## config.mk

```make
export PLATFORM = sky130hd
export DESIGN_NAME = m_macinvf
export DESIGN_NICKNAME = d
export VERILOG_FILES = /design/src/rtl/m_macinvf.sv
export SDC_FILE = /design/constraint.sdc
export NUM_CORES = 1
export LEC_CHECK = 0
export ABC_AREA = 0
export BUFFER_PORTS_ARGS = -buffer_cell sky130_fd_sc_hd__buf_2
export CAP_MARGIN = 20
export CORE_AREA = 2 2 39 41
export DETAILED_ROUTE_END_ITERATION = 8
export DIE_AREA = 0 0 41 43
export PLACE_DENSITY = 0.7
export REMOVE_ABC_BUFFERS = 1
export SLEW_MARGIN = 20
export SYNTH_ARGS = -nofsm -noshare
export SYNTH_HDL_FRONTEND = slang
export SYNTH_SLANG_ARGS = --single-unit
```

## constraint.sdc

```tcl
create_clock -name MasterClock -period 2.32 [get_ports MasterClock]
set_input_delay 0.232 -clock MasterClock [delete_from_list [all_inputs] [get_ports MasterClock]]
set_output_delay 0.232 -clock MasterClock [all_outputs]
set_load 0.05 [all_outputs]
```

## src/rtl/m_macinvf.sv

```systemverilog
// Multi-channel inverter with run-time polarity and a per-channel stability filter.
// A new level reaches Q only after the candidate has differed from Q for FILTER clocks.
module m_macinvf #(
    parameter int WIDTH  = 2,
    parameter int FILTER = 4,
    localparam int CW    = $clog2(FILTER + 1)
) (
    input  logic             MasterClock,
    input  logic             nReset,
    input  logic [WIDTH-1:0] I,
    input  logic             PolLoad,
    input  logic [WIDTH-1:0] PolData,
    output logic [WIDTH-1:0] Pol,
    output logic [WIDTH-1:0] Q,
    output logic [WIDTH-1:0] Changed
);

    localparam logic [CW-1:0] CntMax = CW'(FILTER - 1);

    logic [WIDTH-1:0] sample_q, sample_d;
    logic [WIDTH-1:0] pol_q, pol_d;
    logic [WIDTH-1:0] out_q, out_d;
    logic [WIDTH-1:0] changed_q, changed_d;
    logic [CW-1:0]    cnt_q [WIDTH];
    logic [CW-1:0]    cnt_d [WIDTH];
    logic [WIDTH-1:0] candidate;

    // Any return of the candidate to Q restarts the count, so short glitches never commit.
    always_comb begin
        sample_d  = I;
        pol_d     = PolLoad ? PolData : pol_q;
        out_d     = out_q;
        changed_d = '0;
        cnt_d     = cnt_q;
        candidate = sample_q ^ pol_q;
        for (int n = 0; n < WIDTH; n++) begin
            if (candidate[n] == out_q[n]) begin
                cnt_d[n] = '0;
            end else if (cnt_q[n] == CntMax) begin
                out_d[n]     = candidate[n];
                cnt_d[n]     = '0;
                changed_d[n] = 1'b1;
            end else begin
                cnt_d[n] = cnt_q[n] + CW'(1);
            end
        end
    end

    always_ff @(posedge MasterClock) begin
        if (!nReset) begin
            sample_q  <= '0;
            pol_q     <= '1;
            out_q     <= '1;
            changed_q <= '0;
            cnt_q     <= '{default: '0};
        end else begin
            sample_q  <= sample_d;
            pol_q     <= pol_d;
            out_q     <= out_d;
            changed_q <= changed_d;
            cnt_q     <= cnt_d;
        end
    end

    assign Pol     = pol_q;
    assign Q       = out_q;
    assign Changed = changed_q;

endmodule
```

==> impl_metrics.toml, run 1 <==
[drt]
drcViolationCount = 0
vias = 356
wl_per_cell_um = 10.2
detail-route-antenna-nets = 0
drt-total-wl_um = 758
drt_iter0_drc = 1
firstDrtPassIters = 4
via_per_inst = 4.81

[timing]
post-route-period-util = 0.523
clock.fmax_mhz = 825
rsz0062_at_grt = "no"
relSlewSlack = 0.823
hold_viol = 0
setup_tns_ns = 0
final_max_slew_viol_count = 0
fin_crit_ns = 1.21
clock_skew_ns = 0.00136
worst_pin_slew_ns = 0.262
setup_viol = 0

[worst_setup_path]
end_kind = "output port"
critPathArrivalTime_ns = 0.98
rr_worst_depth = 2
regToRegEndpoint = "cnt_q[2]"
critPathLaunchType = "flip-flop"
slowest_delay_ns = 0.42
critical_path.slowest_cell = "dfxtp_1"
crit_fanout = 4
cpLargestDelayFamily = "flip-flops"
r2r_slack_ns = 1.13
crit_type = "flip-flop to output port"
cp_num_buf_inv = 1
cp.required_ns = 2.09
path_cells = "buf_2"
r2r-start = "Q[1]"

[synth]
synth-compound-area-share = 0.0228
yosysTopAreaCellShare = 0.511
ys_types = 15
synth_area_um2 = 548
synth_area_leader_cell = "dfxtp_1"
syn_avg_cell_area_um2 = 12.5
synth_seq_cells = 14
synthMuxAreaShare = 0.0365
synthXorXnorAreaFrac = 0.114
synth_cells = 44
synth_seq_area_share = 0.511
synthTopCellsByArea = "dfxtp_1 51%, ha_1 9.1%, xnor3_1 8.2%"
synthAdderAreaFrac = 0.0913
synth_simple_gate_area_frac = 0.203
synth_top_family_by_area = "simple AND/OR/NAND/NOR gates"
yosysWarnings = 0

[pwr]
clkPwrFrac = 0.303
share_seq_of_total_power = 0.599
ir_drop_mv = 0.267
pwr-share-comb = 0.098
p_leak_nw = 0.292
p_int_uw = 329
p_per_area_mw_per_mm2 = 656
p_sw_uw = 95.8
sw_frac_of_total = 0.226

[cells_and_area]
final_cell_mix = "14 x dfxtp_1, 12 x buf_2, 4 x nor4b_1, 4 x ha_1"
final_common_cell = "dfxtp_1"
drive_gt1_frac = 0.293
area_growth_pct = 18.0
final_nets = 71
diodes = 0
final_cells = 74
final_core_util = 0.467
finalInstanceArea_um2 = 647

[die]
die_w_um = 41
dieArea_mm2 = 0.00176
fp.dieH_um = 43
initial_core_util = 0.396
num_rows = 14
core_mm2 = 0.00138
ioPinCount = 13

[clock_network]
cts_root_buf = "clkbuf_4"
cts_resized = 0
ctsLongestPathBuffers = 2
cts_buffers = 3
clk_latency_ns = 0.27
cts_max_level = 1
cts_tree = "yes"
path_clk_slew_ns = 0.08
cts_hold_buffers = 0
cts_sinks = 14
cts_setup_buffers = 0

[placement]
port_buffers = 12
place_inst = 71
gp_congestion = 0.667
place_area_um2 = 624

[global_routing]
grt_max_degree = 17
grt_pass1_vias = 284
grt_pass1_wl_um = 1070
track_usage = 0.0984
grt_remaining_overflow = 0
antenna_found_initial = 0

[hold_path]
holdPathStages = 2
hold_class = "input pin to flip-flop"
hold-path-endpoint = "sample_q[0]"
min-delay-start = "I[0]"

[run]
maxCapViolCount = 0

[run_status]
status = "finished, final reports clean"
state kept, by name, indices dropped and copies added (netlist names):
name and count:
sample_q 2, Changed 2, Q 2, Pol 2, cnt_q 6
power by group through the flow:
stage,Combinational (mW),Sequential (mW),Clock (mW)
2_1_floorplan,0.0214,0.267,0
3_3_place_gp,0.0419,0.260,0
3_5_place_dp,0.0422,0.260,0
4_1_cts,0.0422,0.254,0.137
5_1_grt,0.0454,0.255,0.147
6_report,0.0417,0.254,0.129
per-layer routing:
layer,part of all wire,GRT usage,up-vias,routed length (µm)
met2,0.48,0.144,10,361
met4,0.018,0.120,0,14
met3,0.053,0.0157,2,40
li1,-,-,188,-
met5,0,0,-,0
met1,0.45,0.0997,156,341
worst max path at each step:
stage | from | to | slack (ns) | depth (start not counted)
after floorplan | Q[1] | cnt_q[1] | 0.82 | 2
after global placement | Q[1] | cnt_q[1] | 1.17 | 2
after detailed placement | Q[1] | cnt_q[2] | 1.10 | 2
after CTS | Pol[0] | Pol[0] | 1.09 | 1
after global routing | Pol[1] | Pol[1] | 1.05 | 1
final | Pol[0] | Pol[0] | 1.11 | 1
stage by stage:
step	hold slack, ns	setup slack, ns	power (mW)
after detailed placement	0.421	1.10	0.302
final	0.170	1.11	0.425
after floorplan	0.294	0.820	0.288
after CTS	0.160	1.09	0.433
after global placement	0.414	1.17	0.302
after global routing	0.155	1.05	0.447
logic make-up (layout without fill, tap and decap cells):
family,Yosys count,after routing
compound gates,2,2
xor+xnor,4,4
fa+ha+maj,4,4
buf+inv,3,17
flops,14,14
mux,2,2
simple gates,15,15
Yosys cell counts:
cell type	instances
dfxtp_1	14
clkbuf_1	1
and4bb_2	2
nor4b_1	4
nor3b_1	2
and2_1	2
inv_1	2
mux2i_1	2
and3b_1	1
xnor3_1	2
xnor2_1	2
nor2_1	1
a31oi_1	2
nand2_1	3
ha_1	4
area by class of cell:
cell class              count  area (µm²)
clock buffers               3        22.5
fillers                   131         737
inverters                   2        7.51
multi-input cells          27         256
flip-flops and latches     14         280
well taps                  16        20.0
repair buffers             12        60.1
Note: power is estimated with default switching activity, not from simulation.
==> run 2: changes to the inputs <==
Settings changed: ABC_AREA 0 to 1, CORE_AREA 2 2 39 41 to not set, CORE_UTILIZATION set to 44, DIE_AREA 0 0 41 43 to not set, PLACE_DENSITY 0.7 to 0.75.
Clock period 2.32 ns to 1.1 ns, I/O delays scaled along.
==> impl_metrics.toml, run 2 <==
[run_status]
status = "finished, final reports clean"

[global_routing]
antenna_found_initial = 0
track_usage = 0.160
grt_pass1_vias = 419
grt_remaining_overflow = 0
met1_usage = 0.171
grt_pass1_wl_um = 1580
met3_usage = 0.0694
grtUsageMet2 = 0.267
grt_max_degree = 11
busiest_layer = "met2"

[synth]
syn_avg_cell_area_um2 = 8.67
yosysWarnings = 0
synth_edf_count = 0
synth_seq_cells = 14
synthTopCellsByArea = "dfxtp_1 47%, nand3_2 10%, ha_1 8.4%"
synthTopCellsByCount = "14 x dfxtp_1, 12 x nand2_1, 10 x inv_1"
synth_area_leader_cell = "dfxtp_1"
synth_seq_area_share = 0.469
ys_types = 11
synth_area_um2 = 598
async_reset_ff_frac = 0
yosysMostFrequentCell = "dfxtp_1"
synth_ff_type = "dfxtp_1"
yosysTopAreaCellShare = 0.469
synth_cells = 69

[worst_setup_path]
crit_type = "flip-flop to output port"
regToRegEndpoint = "cnt_q[0]"
slowest_delay_ns = 0.38
path_cells = "buf_2"
crit_fanout = 3
critPathArrivalTime_ns = 0.93
critical_path.slowest_cell = "dfxtp_1"
cp.required_ns = 0.99
critPathLaunchType = "flip-flop"
rr_worst_depth = 5
cpLargestDelayFamily = "flip-flops"
cp_num_buf_inv = 1
r2r-start = "cnt_q[0]"
end_kind = "output port"
r2r_slack_ns = 0.07

[drt]
drt_iter0_drc = 4
firstDrtPassIters = 3
drt-total-wl_um = 982
via_per_inst = 4.76
wl_per_cell_um = 10.1
vias = 462
detail-route-antenna-nets = 0
drcViolationCount = 0

[pwr]
p_per_area_mw_per_mm2 = 1330
ir_drop_mv = 0.845
p_leak_nw = 0.341

[cells_and_area]
diodes = 0
area_growth_pct = 17.6
finalInstanceArea_um2 = 703
final_nets = 96
largest_register = "cnt_q"
final_core_util = 0.593
final_common_cell = "dfxtp_1"
final_cell_mix = "14 x dfxtp_1, 12 x nand2_1, 10 x buf_2"
drive_gt1_frac = 0.410
largest_reg_flops = 6

[timing]
hold_viol = 0
post-route-period-util = 0.945
clock_skew_ns = 0.000775
worst_pin_slew_ns = 0.249
clock.fmax_mhz = 962
final_max_slew_viol_count = 0
relSlewSlack = 0.835
setup_tns_ns = 0
setup_viol = 0
fin_crit_ns = 1.04

[die]
core_mm2 = 0.00119
fp.dieH_um = 38.9
dieArea_mm2 = 0.00151
initial_core_util = 0.504
num_rows = 12
die_w_um = 38.9
ioPinCount = 13

[clock_network]
cts_tree = "yes"
cts_hold_buffers = 0
cts_sinks = 14
path_clk_slew_ns = 0.08
cts_root_buf = "clkbuf_4"
cts_resized = 0
cts_max_level = 1
clk_latency_ns = 0.27
cts_buffers = 3
cts_setup_buffers = 0
ctsLongestPathBuffers = 2

[hold_path]
holdPathStages = 3
min-delay-start = "I[1]"
hold_class = "input pin to flip-flop"
hold-path-endpoint = "sample_q[1]"

[run]
maxCapViolCount = 0

[placement]
gp_congestion = 0.685
place_area_um2 = 661
port_buffers = 12
dp_hpwl_um = 726
## run 2: cell families (layout without fill, tap and decap cells)
logic type / after synthesis / in the layout / synth area share
buffers and inverters: 15 / 29 / 0.113
adder cells (fa/ha/maj): 4 / 4 / 0.0837
AO/OA/AOI/OAI: 4 / 4 / 0.0502
flip-flops: 14 / 14 / 0.469
AND/OR/NAND/NOR: 32 / 32 / 0.285
## run 2: routing by layer
layer	up-vias	wire length (µm)
met1	214	456
met5	-	0
met4	0	0
met2	6	494
met3	0	31
li1	242	-
## run 2: worst max path at each step
stage	start	end	slack (ns)	cells after the start
finish	Q[0]	Q[0]	0.06	1
global route	cnt_q[0]	cnt_q[0]	-0.00004	5
CTS	cnt_q[3]	cnt_q[5]	0.02	5
detailed placement	cnt_q[3]	cnt_q[5]	0.04	5
global placement	cnt_q[3]	cnt_q[3]	0.07	5
floorplan	Pol[1]	cnt_q[0]	-0.08	5
## run 2: layout make-up
type | instances | area [µm²]
clock buffers | 3 | 22.5
fillers | 113 | 483
inverters | 14 | 52.6
multi-input cells | 40 | 265
flip-flops and latches | 14 | 280
well taps | 14 | 17.5
repair buffers | 12 | 65.1
## run 2: per-stage QoR
stage	setup WS [ns]	instances	power, mW	hold WS (ns)
floorplan	-0.0845	68	0.627	0.203
global placement	0.0678	94	0.657	0.290
detailed placement	0.0401	94	0.662	0.301
CTS	0.0199	97	0.943	0.0170
global route	-0.0000375	97	0.993	0.0373
finish	0.0607	97	0.936	0.0271
## run 2: power by group
group	internal, mW	switching, mW
Sequential	0.525	0.0136
Combinational	0.0420	0.0777
Clock	0.126	0.151
Total	0.693	0.243
==> run 3: changes to the inputs <==
Settings changed: HOLD_SLACK_MARGIN set to 0.1.
==> impl_metrics.toml, run 3 (synthesis gave the netlist of run 2 again) <==
[run_status]
status = "finished, final reports clean"

[global_routing]
busiest_layer = "met2"
met3_usage = 0.0694
track_usage = 0.171
grt_pass1_vias = 441
grt_max_degree = 11
grt_pass1_wl_um = 1690
grt_remaining_overflow = 0
grtUsageMet2 = 0.288
antenna_found_initial = 0
met1_usage = 0.186

[die]
core_mm2 = 0.00119
fp.dieH_um = 38.9
ioPinCount = 13
num_rows = 12
initial_core_util = 0.504
die_w_um = 38.9
dieArea_mm2 = 0.00151

[worst_setup_path]
critPathLaunchType = "flip-flop"
cp.required_ns = 0.99
crit_type = "flip-flop to output port"
cpLargestDelayFamily = "flip-flops"
rr_worst_depth = 5
critPathArrivalTime_ns = 0.95
r2r_slack_ns = 0.07
regToRegEndpoint = "cnt_q[0]"
slowest_delay_ns = 0.39
r2r-start = "cnt_q[0]"
cp_num_buf_inv = 1
path_cells = "buf_2"
end_kind = "output port"
critical_path.slowest_cell = "dfxtp_1"
crit_fanout = 4

[timing]
clock.fmax_mhz = 946
fin_crit_ns = 1.06
worst_pin_slew_ns = 0.249
hold_viol = 0
relSlewSlack = 0.835
final_max_slew_viol_count = 0
whs_ns = 0.163
setup_viol = 0
post-route-period-util = 0.961
clock_skew_ns = 0.000890
setup_ws_ns = 0.0428

[placement]
dp_hpwl_um = 726
port_buffers = 12
gp_congestion = 0.685
place_inst = 94
dp_slack_ns = 0.0401

[hold_path]
min-delay-start = "nReset"
hold-path-endpoint = "Pol[0]"
hold_class = "input pin to flip-flop"
holdPathStages = 2

[cells_and_area]
final_cell_mix = "14 x dfxtp_1, 12 x nand2_1, 11 x buf_2"
fillers = 111
multi_input_area_um2 = 265
final_nets = 101
area_growth_pct = 25.5
regArea_um2 = 280
largest_register = "cnt_q"
diodes = 0
drive_gt1_frac = 0.386
final_cells = 102
largest_reg_flops = 6
final_common_cell = "dfxtp_1"

[pwr]
sw_frac_of_total = 0.260
share_seq_of_total_power = 0.567
finalPower_uw = 951
pwr-share-comb = 0.139
clkPwrFrac = 0.294
p_sw_uw = 247
p_leak_nw = 0.361
ir_drop_mv = 0.847
p_int_uw = 704
p_per_area_mw_per_mm2 = 1270

[drt]
drt_iter0_drc = 7
drt-total-wl_um = 1030
via_per_inst = 4.75
drcViolationCount = 0
vias = 484
firstDrtPassIters = 3
detail-route-antenna-nets = 0
wl_per_cell_um = 10.1

[clock_network]
clk_latency_ns = 0.27
cts_max_level = 1
path_clk_slew_ns = 0.08
cts_buffers = 3
cts_sinks = 14
cts_tree = "yes"
cts_setup_buffers = 0
cts_root_buf = "clkbuf_4"
ctsLongestPathBuffers = 2

[run]
maxCapViolCount = 0
[run 3: cell types whose count changed in the layout (fill, tap and decap cells not counted)]
| cell | before | now |
|---|---|---|
| dlygate4sd3_1 | 0 | 5 |
| buf_2 | 10 | 11 |
| clkbuf_4 | 4 | 3 |
[run 3: per-stage QoR]
| stage | util | setup TNS (ns) | cell area [µm²] |
|---|---|---|---|
| after floorplan | - | -0.656 | 583 |
| after global placement | 0.557 | 0 | 661 |
| after detailed placement | 0.557 | 0 | 661 |
| after CTS | 0.618 | 0 | 733 |
| after global routing | 0.633 | -0.0000375 | 751 |
| final | 0.633 | 0 | 751 |
[run 3: worst max path at each step]
stage                     to  slack, ns  cells after the start  startpoint
floorplan           cnt_q[0]      -0.08                      5      Pol[1]
global placement    cnt_q[3]       0.07                      5    cnt_q[3]
detailed placement  cnt_q[5]       0.04                      5    cnt_q[3]
CTS                 cnt_q[5]       0.02                      5    cnt_q[3]
global route        cnt_q[0]   -0.00004                      5    cnt_q[0]
finish                Pol[1]       0.04                      1      Pol[1]
[run 3: cell type report]
cell class	instances	share of cell area
Clock buffer	3	0.0300
Tap cell	14	0.0233
Timing Repair Buffer	17	0.150
Inverter	14	0.0700
Sequential cell	14	0.373
Multi-Input combinational cell	40	0.353
[run 3: per-layer routing]
layer / share of wire / vias up
li1: - / 252
met1: 0.46 / 226
met2: 0.51 / 6
met3: 0.026 / 0
met4: 0 / 0
met5: 0 / -
[run 3: repair_timing]
| item | 4_1_cts | 5_1_grt |
|---|---|---|
| resized for setup | 0 | 8 |
| setup endpoints to repair | 0 | 7 |
| hold buffers | 5 | 0 |
| endpoints found under the hold margin | 4 | 0 |
[run 3: power groups by stage]
stage	clock network [mW]	logic (mW)	registers, mW
6_report	0.280	0.133	0.539
5_1_grt	0.319	0.147	0.542
4_1_cts	0.292	0.125	0.539
3_5_place_dp	0	0.111	0.551
3_3_place_gp	0	0.108	0.550
2_1_floorplan	0	0.0585	0.569
